--- src/rtl/usb4_rx_pkg.sv ---
// Shared receive-path constants: gen_speed encodings, decoder byte-index limits
// and the sequencer state type.
package usb4_rx_pkg;

  localparam logic [1:0] GEN4 = 2'b00;
  localparam logic [1:0] GEN2 = 2'b10;
  localparam logic [1:0] GEN3 = 2'b01;

  localparam int BYTE_W   = 4;
  localparam int SETTLE_W = 4;

  typedef enum logic [1:0] {
    IDLE,
    ARM,
    RUN,
    SETTLE
  } seq_state_e;

  // Last byte index of one decoder period; the reserved code decodes as a 2-byte period.
  function automatic logic [BYTE_W-1:0] max_byte(input logic [1:0] spd);
    case (spd)
      GEN4:    max_byte = 4'd0;
      GEN2:    max_byte = 4'd7;
      GEN3:    max_byte = 4'd15;
      default: max_byte = 4'd1;
    endcase
  endfunction

endpackage

--- src/rtl/rx_dec_seq_ctrl_sat_counter.sv ---
// Saturating up-counter with synchronous clear; clear wins over increment.
module sat_counter #(
  parameter int WIDTH = 8
) (
  input  logic             enc_clk,
  input  logic             rst,
  input  logic             inc,
  input  logic             clr,
  output logic [WIDTH-1:0] cnt
);

  logic [WIDTH-1:0] cnt_q;
  logic [WIDTH-1:0] cnt_d;

  always_comb begin
    cnt_d = cnt_q;
    if (clr) begin
      cnt_d = '0;
    end else if (inc && (cnt_q != {WIDTH{1'b1}})) begin
      cnt_d = cnt_q + WIDTH'(1);
    end
  end

  always_ff @(posedge enc_clk or negedge rst) begin
    if (!rst) begin
      cnt_q <= '0;
    end else begin
      cnt_q <= cnt_d;
    end
  end

  assign cnt = cnt_q;

endmodule

--- src/rtl/rx_dec_seq_ctrl.sv ---
// Receive-side decoder sequencer: paces block acceptance to the decoder period,
// tracks the decoder byte index and re-arms after underrun, speed change or link drop.
module rx_dec_seq_ctrl
  import usb4_rx_pkg::*;
#(
  parameter int SETTLE_CYC = 4,
  parameter int ERR_W      = 8
) (
  input  logic              enc_clk,
  input  logic              rst,
  input  logic              link_en,
  input  logic [1:0]        gen_speed,
  input  logic              blk_valid,
  output logic              blk_ready,
  output logic              enable_dec,
  output logic [BYTE_W-1:0] byte_cnt,
  output logic              dec_active,
  output logic              underrun,
  output logic [ERR_W-1:0]  underrun_cnt,
  input  logic              cnt_clr
);

  localparam logic [SETTLE_W-1:0] SETTLE_LOAD = SETTLE_W'(SETTLE_CYC - 1);

  seq_state_e          state_q,    state_d;
  logic [BYTE_W-1:0]   byte_cnt_q, byte_cnt_d;
  logic [1:0]          spd_q,      spd_d;
  logic [SETTLE_W-1:0] settle_q,   settle_d;

  logic at_max;
  logic xfer;
  logic spd_chg;
  logic underrun_evt;

  // Ready comes from registered state only so upstream sees no path from blk_valid.
  assign at_max    = (byte_cnt_q == max_byte(spd_q));
  assign blk_ready = (state_q == ARM) || ((state_q == RUN) && at_max);
  assign xfer      = blk_valid && blk_ready;
  assign spd_chg   = (gen_speed != spd_q);

  always_comb begin
    state_d      = state_q;
    byte_cnt_d   = byte_cnt_q;
    spd_d        = spd_q;
    settle_d     = settle_q;
    underrun_evt = 1'b0;

    if (state_q == IDLE) begin
      spd_d      = gen_speed;
      byte_cnt_d = max_byte(gen_speed);
      if (link_en) begin
        state_d = ARM;
      end
    end else if (!link_en) begin
      state_d    = IDLE;
      byte_cnt_d = max_byte(spd_q);
    end else if (spd_chg) begin
      // A block accepted in this cycle is dropped: the decoder restarts at the new rate.
      state_d    = SETTLE;
      spd_d      = gen_speed;
      settle_d   = SETTLE_LOAD;
      byte_cnt_d = max_byte(gen_speed);
    end else begin
      case (state_q)
        ARM: begin
          byte_cnt_d = max_byte(spd_q);
          if (xfer) begin
            state_d    = RUN;
            byte_cnt_d = '0;
          end
        end
        RUN: begin
          if (!at_max) begin
            byte_cnt_d = byte_cnt_q + BYTE_W'(1);
          end else if (xfer) begin
            byte_cnt_d = '0;
          end else begin
            state_d      = ARM;
            underrun_evt = 1'b1;
          end
        end
        SETTLE: begin
          byte_cnt_d = max_byte(spd_q);
          if (settle_q == '0) begin
            state_d = ARM;
          end else begin
            settle_d = settle_q - SETTLE_W'(1);
          end
        end
        default: begin
          state_d = IDLE;
        end
      endcase
    end
  end

  always_ff @(posedge enc_clk or negedge rst) begin
    if (!rst) begin
      state_q    <= IDLE;
      byte_cnt_q <= '0;
      spd_q      <= 2'b00;
      settle_q   <= '0;
    end else begin
      state_q    <= state_d;
      byte_cnt_q <= byte_cnt_d;
      spd_q      <= spd_d;
      settle_q   <= settle_d;
    end
  end

  sat_counter #(
    .WIDTH(ERR_W)
  ) u_underrun_cnt (
    .enc_clk(enc_clk),
    .rst    (rst),
    .inc    (underrun_evt),
    .clr    (cnt_clr),
    .cnt    (underrun_cnt)
  );

  // Decoded from state so an asynchronous reset drops the enable at once.
  assign enable_dec = (state_q == RUN);
  assign dec_active = (state_q == RUN);
  assign byte_cnt   = byte_cnt_q;
  assign underrun   = underrun_evt;

endmodule
--- config.mk ---
export PLATFORM = sky130hd
export DESIGN_NAME = rx_dec_seq_ctrl
export DESIGN_NICKNAME = d
export VERILOG_FILES = /design/src/rtl/usb4_rx_pkg.sv /design/src/rtl/rx_dec_seq_ctrl_sat_counter.sv /design/src/rtl/rx_dec_seq_ctrl.sv
export SDC_FILE = /design/constraint.sdc
export NUM_CORES = 1
export LEC_CHECK = 0
export ABC_CLOCK_PERIOD_IN_PS = 2800
export CORE_MARGIN = 2
export CORE_UTILIZATION = 43
export DETAILED_ROUTE_END_ITERATION = 16
export PLACE_DENSITY_LB_ADDON = 0.12
export SYNTH_ARGS = -nofsm -noshare
export SYNTH_HDL_FRONTEND = slang
export SYNTH_HIERARCHICAL = 1
export SYNTH_SLANG_ARGS = --single-unit
export TNS_END_PERCENT = 10
--- constraint.sdc ---
create_clock -name enc_clk -period 2.8 [get_ports enc_clk]
set_input_delay 0.28 -clock enc_clk [delete_from_list [all_inputs] [get_ports enc_clk]]
set_output_delay 0.28 -clock enc_clk [all_outputs]
set_load 0.03 [all_outputs]
# Word-level counts from Yosys, hierarchy flattened
# Index checks and enable logic that the tools add are counted.
# totals
in_bits,7
register_bits,20
output_inout_bits,16
# op_classes
n_mux,32
n_bitwise,1
addsub,3
reduce_logical,16
eq_ne,18
# op_table
op,count
$mux W4,9
$pmux W4 S3,3
$mux W2,11
$mux W8,2
$add A8 B1 Y8 const B,1
$eq A2 B2 Y1 const B,4
$ne A8 B8 Y1 const B,1
$reduce_bool A2 Y1,4
$eq A2 B1 Y1 const B,3
$logic_not A2 Y1,3
$mux W1,6
$ne A6 B1 Y1 const B,1
$ne A6 B3 Y1 const B,1
$pmux W2 S3,1
$ne A5 B2 Y1 const B,1
$ne A5 B3 Y1 const B,1
$ne A5 B4 Y1 const B,1
$ne A5 B5 Y1 const B,1
$reduce_and A5 Y1,1
$add A4 B1 Y4 const B,1
$eq A4 B4 Y1,1
$logic_not A4 Y1,1
$ne A2 B2 Y1 const B,2
$reduce_and A2 Y1,2
6 further kinds,8

# Longest topological paths before layout
# Gate-level depths: netlist of run 1.
# logic_depth
ltp_word,15
depth_mapped,11

# Modules after synthesis
# Netlist of run 1, hierarchy kept.
# by_module_without_submodules
module,seq_area_each_um2,instances,area_each_um2,cells_per_inst
rx_dec_seq_ctrl,300.3,1,1061.0,118
sat_counter,200.2,1,464.2,49

# Worst setup path before layout of run 1
# Ideal clock, no wire load.
# synth_path
kind,register to register
from,register spd_q[1]
to,register u_underrun_cnt.cnt_q[7] (netlist: u_underrun_cnt/cnt[7])
setup_time_ps,94
stages_incl_launch_ff,10
t_arrival_ps,3210
required_time_ps,2706
setup_slack_ps,-504
n_path_buf,1
cell_sequence,dfrtp_1 inv_1 ha_1 xor2_1 or4_4 nor3_1 buf_2 nand3_1 or3_1 a211oi_1
# synth_via
elab_chain_cells,14
elab_cells_between_ends,17
classes_between,4 x eq/ne; 7 x mux; 6 x reduce/logical
# synth_lines
element,line,text
"start, declared",rx_dec_seq_ctrl.sv:27,"logic [1:0] spd_q, spd_d;"
"start signal, assigned",rx_dec_seq_ctrl.sv:106,spd_q <= spd_d;
$eq A2 B1 Y1 (tied with other cells),usb4_rx_pkg.sv:21,case (spd)
$pmux W4 S3,usb4_rx_pkg.sv:21,
$eq A4 B4 Y1,rx_dec_seq_ctrl.sv:36,assign at_max = (byte_cnt_q == max_byte(spd_q));
$logic_and A1 B1 Y1,rx_dec_seq_ctrl.sv:37,assign blk_ready = (state_q == ARM) || ((state_q == RUN) && at_max);
$logic_or A1 B1 Y1,rx_dec_seq_ctrl.sv:37,
$logic_and A1 B1 Y1,rx_dec_seq_ctrl.sv:38,assign xfer = blk_valid && blk_ready;
$mux W1,rx_dec_seq_ctrl.sv:75,end else if (xfer) begin
$mux W1,rx_dec_seq_ctrl.sv:73,if (!at_max) begin
$mux W1,rx_dec_seq_ctrl.sv:64,case (state_q)
$mux W1 *,rx_dec_seq_ctrl.sv:57,end else if (spd_chg) begin
$mux W1 *,rx_dec_seq_ctrl.sv:54,end else if (!link_en) begin
$mux W1 *,rx_dec_seq_ctrl.sv:48,if (state_q == IDLE) begin
named net underrun,rx_dec_seq_ctrl.sv:18,"output logic underrun,"
$logic_and A1 B1 Y1 *,rx_dec_seq_ctrl_sat_counter.sv:19,end else if (inc && (cnt_q != {WIDTH{1'b1}})) begin
$reduce_bool A2 Y1 (no source line) *,n/a,
"end signal, assigned",rx_dec_seq_ctrl_sat_counter.sv:28,cnt_q <= cnt_d;
"end, declared",rx_dec_seq_ctrl_sat_counter.sv:12,logic [WIDTH-1:0] cnt_q;
# Mark *: on every way through the listed nets, which the timed path passes. The rest lies on a longest branch.
# A chain may end at the register's enable or synchronous reset.

# Worst setup path after layout of run 1
# layout_path
from,register spd_q[1]
to,output underrun
# layout_via
elab_chain_cells,12
elab_cells_between_ends,15
classes_between,4 x eq/ne; 7 x mux; 4 x reduce/logical
# layout_lines
element,line
$eq A2 B1 Y1 (tied with other cells),usb4_rx_pkg.sv:21
$pmux W4 S3,usb4_rx_pkg.sv:21
$eq A4 B4 Y1,rx_dec_seq_ctrl.sv:36
$logic_and A1 B1 Y1,rx_dec_seq_ctrl.sv:37
$logic_or A1 B1 Y1,rx_dec_seq_ctrl.sv:37
$logic_and A1 B1 Y1,rx_dec_seq_ctrl.sv:38
$mux W1,rx_dec_seq_ctrl.sv:75
$mux W1,rx_dec_seq_ctrl.sv:73
$mux W1,rx_dec_seq_ctrl.sv:64
$mux W1 *,rx_dec_seq_ctrl.sv:57
$mux W1 *,rx_dec_seq_ctrl.sv:54
$mux W1 *,rx_dec_seq_ctrl.sv:48
"end, declared",rx_dec_seq_ctrl.sv:18
# Mark *: on every way between the ends. The rest lies on a longest branch, timed or not.

==> results_dict.tcl, run 1 <==
set metrics [dict create \
    ys_warn_count 6 \
    synth_top_area_cell "dfrtp_1" \
    synth.avg_cell_area_um2 9.133 \
    crit_path_top_delay_cell "or4_4" \
    wl_per_cell_um 14.11 \
    synth_top_cell_area_share_pct 32.81 \
    outcome "completed" \
    die_h_um 63.56 \
    crit_buf_inv 3 \
    grt_max_degree 21 \
    start_kind "flip-flop" \
    track_usage_pct 18.36 \
    power_density_mw_per_mm2 804.9 \
    p_leak_nw 0.8438 \
    clk_pin_slew_worst_paths_ps 120 \
    yosysMostFrequentCell "dfrtp_1" \
    first_iter_violations 38 \
    setup_viol 0 \
    dieArea_mm2 0.004039 \
    synth_fp_nets 186 \
    initial_core_util_pct 45.35 \
    grt_pass1_vias 1286 \
    hold_slack_ps 479.2 \
    yosysUniqueCellTypes 52 \
    synthTopCellsByCount "20 x dfrtp_1, 16 x inv_1, 12 x a21oi_1, 12 x ha_1, 11 x o21ai_0" \
    criticalPathCategory "reg2out" \
    synth-seq-cells 20 \
    cts_tree "built" \
    grt_setup_unrepaired "false" \
    die_x_um 63.56 \
    ios 23 \
    cts-root-buf "clkbuf_4" \
    path_depth 7 \
    slew_headroom_pct 38.50 \
    ir_worst_vdd_mv 0.5022 \
    grt_pass1_wl_mm 5.906 \
    drt_wl_total_mm 3.414 \
    regArea_um2 500.5 \
    crit_chain "inv_2, ha_4, xor2_1, or4_4, nor3_4, buf_6, buf_6" \
    synth-edff-count 0 \
    reg2reg_depth 8 \
    slowest_delay_ps 580 \
    clockBufferDepth 2 \
    cp_max_fo 7 \
    synth_top_flop_cell "dfrtp_1" \
    viasPerCell 5.409 \
    syn_to_final_growth_pct 25.92 \
    firstDrtPassIters 4 \
    synth_area_mm2 0.001525 \
    worst_pin_slew_ps 919.7 \
    place.port_buffers 22 \
    clock-sinks 20 \
    crit_required_ps 2520 \
    fin_setup_tns_ps 0 \
    multi_input_area_um2 950.9 \
    crit_family "simple AND/OR/NAND/NOR gates" \
    ys_seq_area_share_pct 32.81 \
    worstPathArrival_ps 2430 \
    cts_buffers 3 \
    layout.nets 216 \
    postRouteAntennaNets 0 \
    synth_cells 167 \
    n_fill_cell 327 \
    hpwlAfterDp_mm 2.557 \
    antenna_found_initial 0 \
    yosys-top-cells-area "dfrtp_1 33%, ha_1 9.8%, a21oi_1 3.9%" \
    max_freq_mhz 369.0 \
    hp-class "in2async" \
    num_vias 1309 \
    cts_max_level 1 \
    overflow 0 \
    antenna_cells 0 \
    final-max-slew-violation-count 0 \
    maxCapViolations 0 \
    async_reset_ff_share_pct 100.0 \
    worstSkewPairLatency_ps 300 \
    crit_top_cell "buf_6" \
    gp_congestion 0.8063 \
    rows 21 \
    fin_crit_sh_pct 96.80 \
    drive_gt1_share_pct 17.35 \
    hold_viol_final 0 \
    core_area_mm2 0.003363 \
    end_kind "primary output" \
    clock_skew_ps 2.156 \
    remaining_drc_errors 0 \
    min_period_ps 2710 \
]
[worst paths after layout]
check | end | slack [ps] | start
worst max-delay path | underrun | 90 | spd_q[1]$_DFFE_PN0P_
worst min-delay path | settle_q[1]$_DFFE_PN0P_ | 480 | rst
worst max register to register | u_underrun_cnt/cnt[7]$_DFFE_PN0P_ | 140 | spd_q[1]$_DFFE_PN0P_
worst min register to register | settle_q[3]$_DFFE_PN0P_ | 490 | settle_q[3]$_DFFE_PN0P_
max in group asynchronous | byte_cnt[0]$_DFFE_PN0P_ | 1770 | rst
min in group enc_clk | settle_q[3]$_DFFE_PN0P_ | 490 | settle_q[3]$_DFFE_PN0P_
[cells in the final DEF, fill, tap and decap left out, types with 3 or more instances in the layout]
master            n
a21oi_1          12
nand3_1           5
clkdlybuf4s50_1  20
xor2_1            3
nor2b_1           5
a21o_1            3
buf_4             9
o21ai_0          11
nand2_1           5
nor4_1            3
nor2_1           10
ha_1             10
clkbuf_4          3
nor3_1            5
nand2b_1          3
mux2_2            3
dfrtp_1          20
mux2i_1           3
inv_1            14
[logic make-up (layout without fill, tap and decap cells)]
kind of cell | count (synthesis) | in the layout | share of synthesized area [%]
compound gates | 44 | 44 | 19.44
xor+xnor | 7 | 7 | 5.005
fa+ha+maj | 12 | 12 | 9.844
buf+inv | 23 | 52 | 7.301
flops | 20 | 20 | 32.81
mux | 6 | 6 | 4.184
simple gates | 55 | 55 | 21.41
[registers in the layout (all words and copies together), names as in the netlist]
register,flops
byte_cnt,4
settle_q,4
spd_q,2
state_q,2
u_underrun_cnt/cnt,8
[through the flow]
step	std cells	instance area [um^2]	util [%]	setup WS, ps	total power (W)
finish	242	1921	57.11	89.72	0.001546
global route	242	1921	57.11	6.923	0.001659
CTS	237	1849	54.99	44.23	0.001500
detailed placement	233	1798	53.46	27.87	0.001250
global placement	233	1798	53.46	166.3	0.001236
floorplan	167	1543	-	24.75	0.001020
[layer usage]
metal	GRT usage, %	part of all wire [%]	wire (um)
met2	29.74	47	1599
met4	6.522	0.59	20
met3	2.500	3.0	103
met5	0	0	0
met1	25.00	50	1691
[area by class of cell]
| cell class | count | area share, % |
|---|---|---|
| well taps | 46 | 2.997 |
| clock buffers | 3 | 1.173 |
| multi-input cells | 124 | 49.51 |
| repair buffers | 32 | 15.57 |
| inverters | 16 | 3.127 |
| flip-flops and latches | 20 | 26.06 |
| clock inverters | 1 | 1.564 |
[what timing repair did]
action                     4_1_cts  5_1_grt
setup buffers                    0        5
hold buffers                     0        0
gates resized for setup          1        8
pin swaps                        1        2
setup endpoints to repair        2        3
[where the power goes]
| part | total (W) | internal, W | leakage (nW) | switching (W) |
|---|---|---|---|---|
| sequential | 0.000421 | 0.000345 | 0.254 | 0.0000756 |
| clock | 0.000241 | 0.000145 | 0.0279 | 0.0000965 |
| combinational | 0.000884 | 0.000398 | 0.562 | 0.000486 |
(Power assumes the default switching activity.)
==> run 2, diff against run 1 <==
--- a/config.mk
+++ b/config.mk
@@ -5,7 +5,6 @@
 export SDC_FILE = /design/constraint.sdc
 export NUM_CORES = 1
 export LEC_CHECK = 0
-export ABC_CLOCK_PERIOD_IN_PS = 2800
 export CORE_MARGIN = 2
 export CORE_UTILIZATION = 43
 export DETAILED_ROUTE_END_ITERATION = 16
==> results of run 2 <==
No change in the layout: final DEF, timing and power equal those of run 1.
==> variant: new RTL, config.mk and constraints of run 1 <==
Put a register stage on the output `underrun`, without a reset. The value now appears one clock later. The other outputs are not delayed to match.
--- a/src/rtl/rx_dec_seq_ctrl.sv
+++ b/src/rtl/rx_dec_seq_ctrl.sv
@@ -124,3 +124,5 @@
   assign byte_cnt   = byte_cnt_q;
-  assign underrun   = underrun_evt;
+  always_ff @(posedge enc_clk) begin
+    underrun <= underrun_evt;
+  end
 
Formal check against the unedited RTL: not equivalent (a bounded check fails within 4 cycles, from zero or initial values and one cycle with rst low).
==> variant against run 1 <==
  * Design area is 0.85% lower
  * Cell count is 1.2% higher
  * Sequential share of layout area is 1.3 points higher
  * Sequential cell count is 1 higher
  * Via count is 3.8% higher
  * Power is 10% lower
  * Clock power is 39% lower
  * Setup slack better by 110 ps
  * Routed wire length is 4.7% higher
  * Area after synthesis is 3.3% higher
==> variant: results (changes against run 1) <==
Parameter                              Value

Status
  Outcome    completed (unchanged)

Global routing
  GR Util met1    24.6% (was 25.0%)
  First-pass GRT wire length    6.28 mm (was 5.91 mm)
  Via count of the first global-routing pass    1349 (was 1286)
  Gr usage total    19.2% (was 18.4%)
  Global routing met3 resource utilization    4.51% (was 2.50%)
  Met2 routing resource usage after global routing    33.5% (was 29.7%)

Critical path
  Crit path DAT    2830 ps (was 2430 ps)
  Max FO, Critical Path    4 (was 7)
  Slack of the worst reg-to-reg path    200 ps (was 140 ps)

Yosys
  Portion of synthesized cell area occupied by the leading cell type    31.8% (was 32.8%)
  Biggest area contributors in the synthesized netlist    dfrtp_1 32%, ha_1 9.5%, inv_1 4.1% (was dfrtp_1 33%, ha_1 9.8%, a21oi_1 3.9%)
  Post-synthesis net count    190 (was 186)
  Leading cell types by count after synthesis    20 x dfrtp_1, 17 x inv_1, 12 x ha_1, 12 x nand2_1, 11 x a21oi_1 (was 20 x dfrtp_1, 16 x inv_1, 12 x a21oi_1, 12 x ha_1, 11 x o21ai_0)
  Xor and xnor fraction of the mapped netlist area    6.27% (was 5.00%)
  Share of synthesized area occupied by flip-flops and latches    33.0% (was 32.8%)
  Fraction of registers with async set/reset    95.2% (was 100%)
  Synthesized-area fraction occupied by ao, oa, aoi and oai cells    20.2% (was 19.4%)

Pwr
  Cell leakage power    0.812 nW (was 0.844 nW)
  Clock share of power    10.7% (was 15.6%)
  Clock group total power    0.000148 W (was 0.000241 W)
  Power Sequential    0.000428 W (was 0.000421 W)

Placed design
  Final weighted congestion of routability-driven global placement    0.872 (was 0.806)
  Cell Area, Placed    0.00188 mm2 (was 0.00180 mm2)
  HPWL after detailed placement    2.83 mm (was 2.56 mm)
  Minimum setup slack after placement    207 ps (was 27.9 ps)

Timing
  Rel. slew slack    37.8% (was 38.5%)
  Fin Clk Skew    8.20 ps (was 2.16 ps)
  Ratio of final minimum period to clock period    92.9% (was 96.8%)

Routing
  Detailed-routing wirelength on met1    1.70 mm (was 1.69 mm)
  DR iter-0 viols    63 (was 38)
  Met2 wire length    1.72 mm (was 1.60 mm)
  Detailed route wirelength on metal3    140 um (was 103 um)
  Via count normalized by instance count    5.55 (was 5.41)
  Routed WL per cell    14.6 um (was 14.1 um)

Cells and area
  Layout Nets    219 (was 216)
  Share of cells above drive strength 1    11.6% (was 17.3%)
  Post-route insts no fill    245 (was 242)
[variant: changes by cell type after synthesis, sizes merged, moves of 3 or more]
cell / before / now
o31ai: 1 / 4
nand2b: 4 / 7
xnor2: 2 / 6
o21ai: 11 / 7
xor2: 5 / 1
nand2: 5 / 13
[variant: worst max-delay path, cell delays in order, from the launching register on]
cell	delay, ps
dfrtp_1	390
inv_1	50
ha_1	340
xnor2_1	210
nand4_2	120
or2_2	300
nor3_1	350
nand3_1	200
or3_1	330
a211oi_1	230
[variant: repair_timing]
item                       4_1_cts  5_1_grt
setup endpoints to repair        1        1
buffers inserted                 0        0
resized for setup                1        1
pin swaps                        0        0
hold buffers                     0        0
[variant: cell type report]
class / count / area (um2)
clock buffer: 3 / 22.5
fill: 320 / 1510
timing repair buffer: 29 / 272
inverter: 17 / 63.8
multi-input combinational: 128 / 963
clock inverter: 1 / 5.00
tap: 46 / 57.6
sequential: 21 / 520
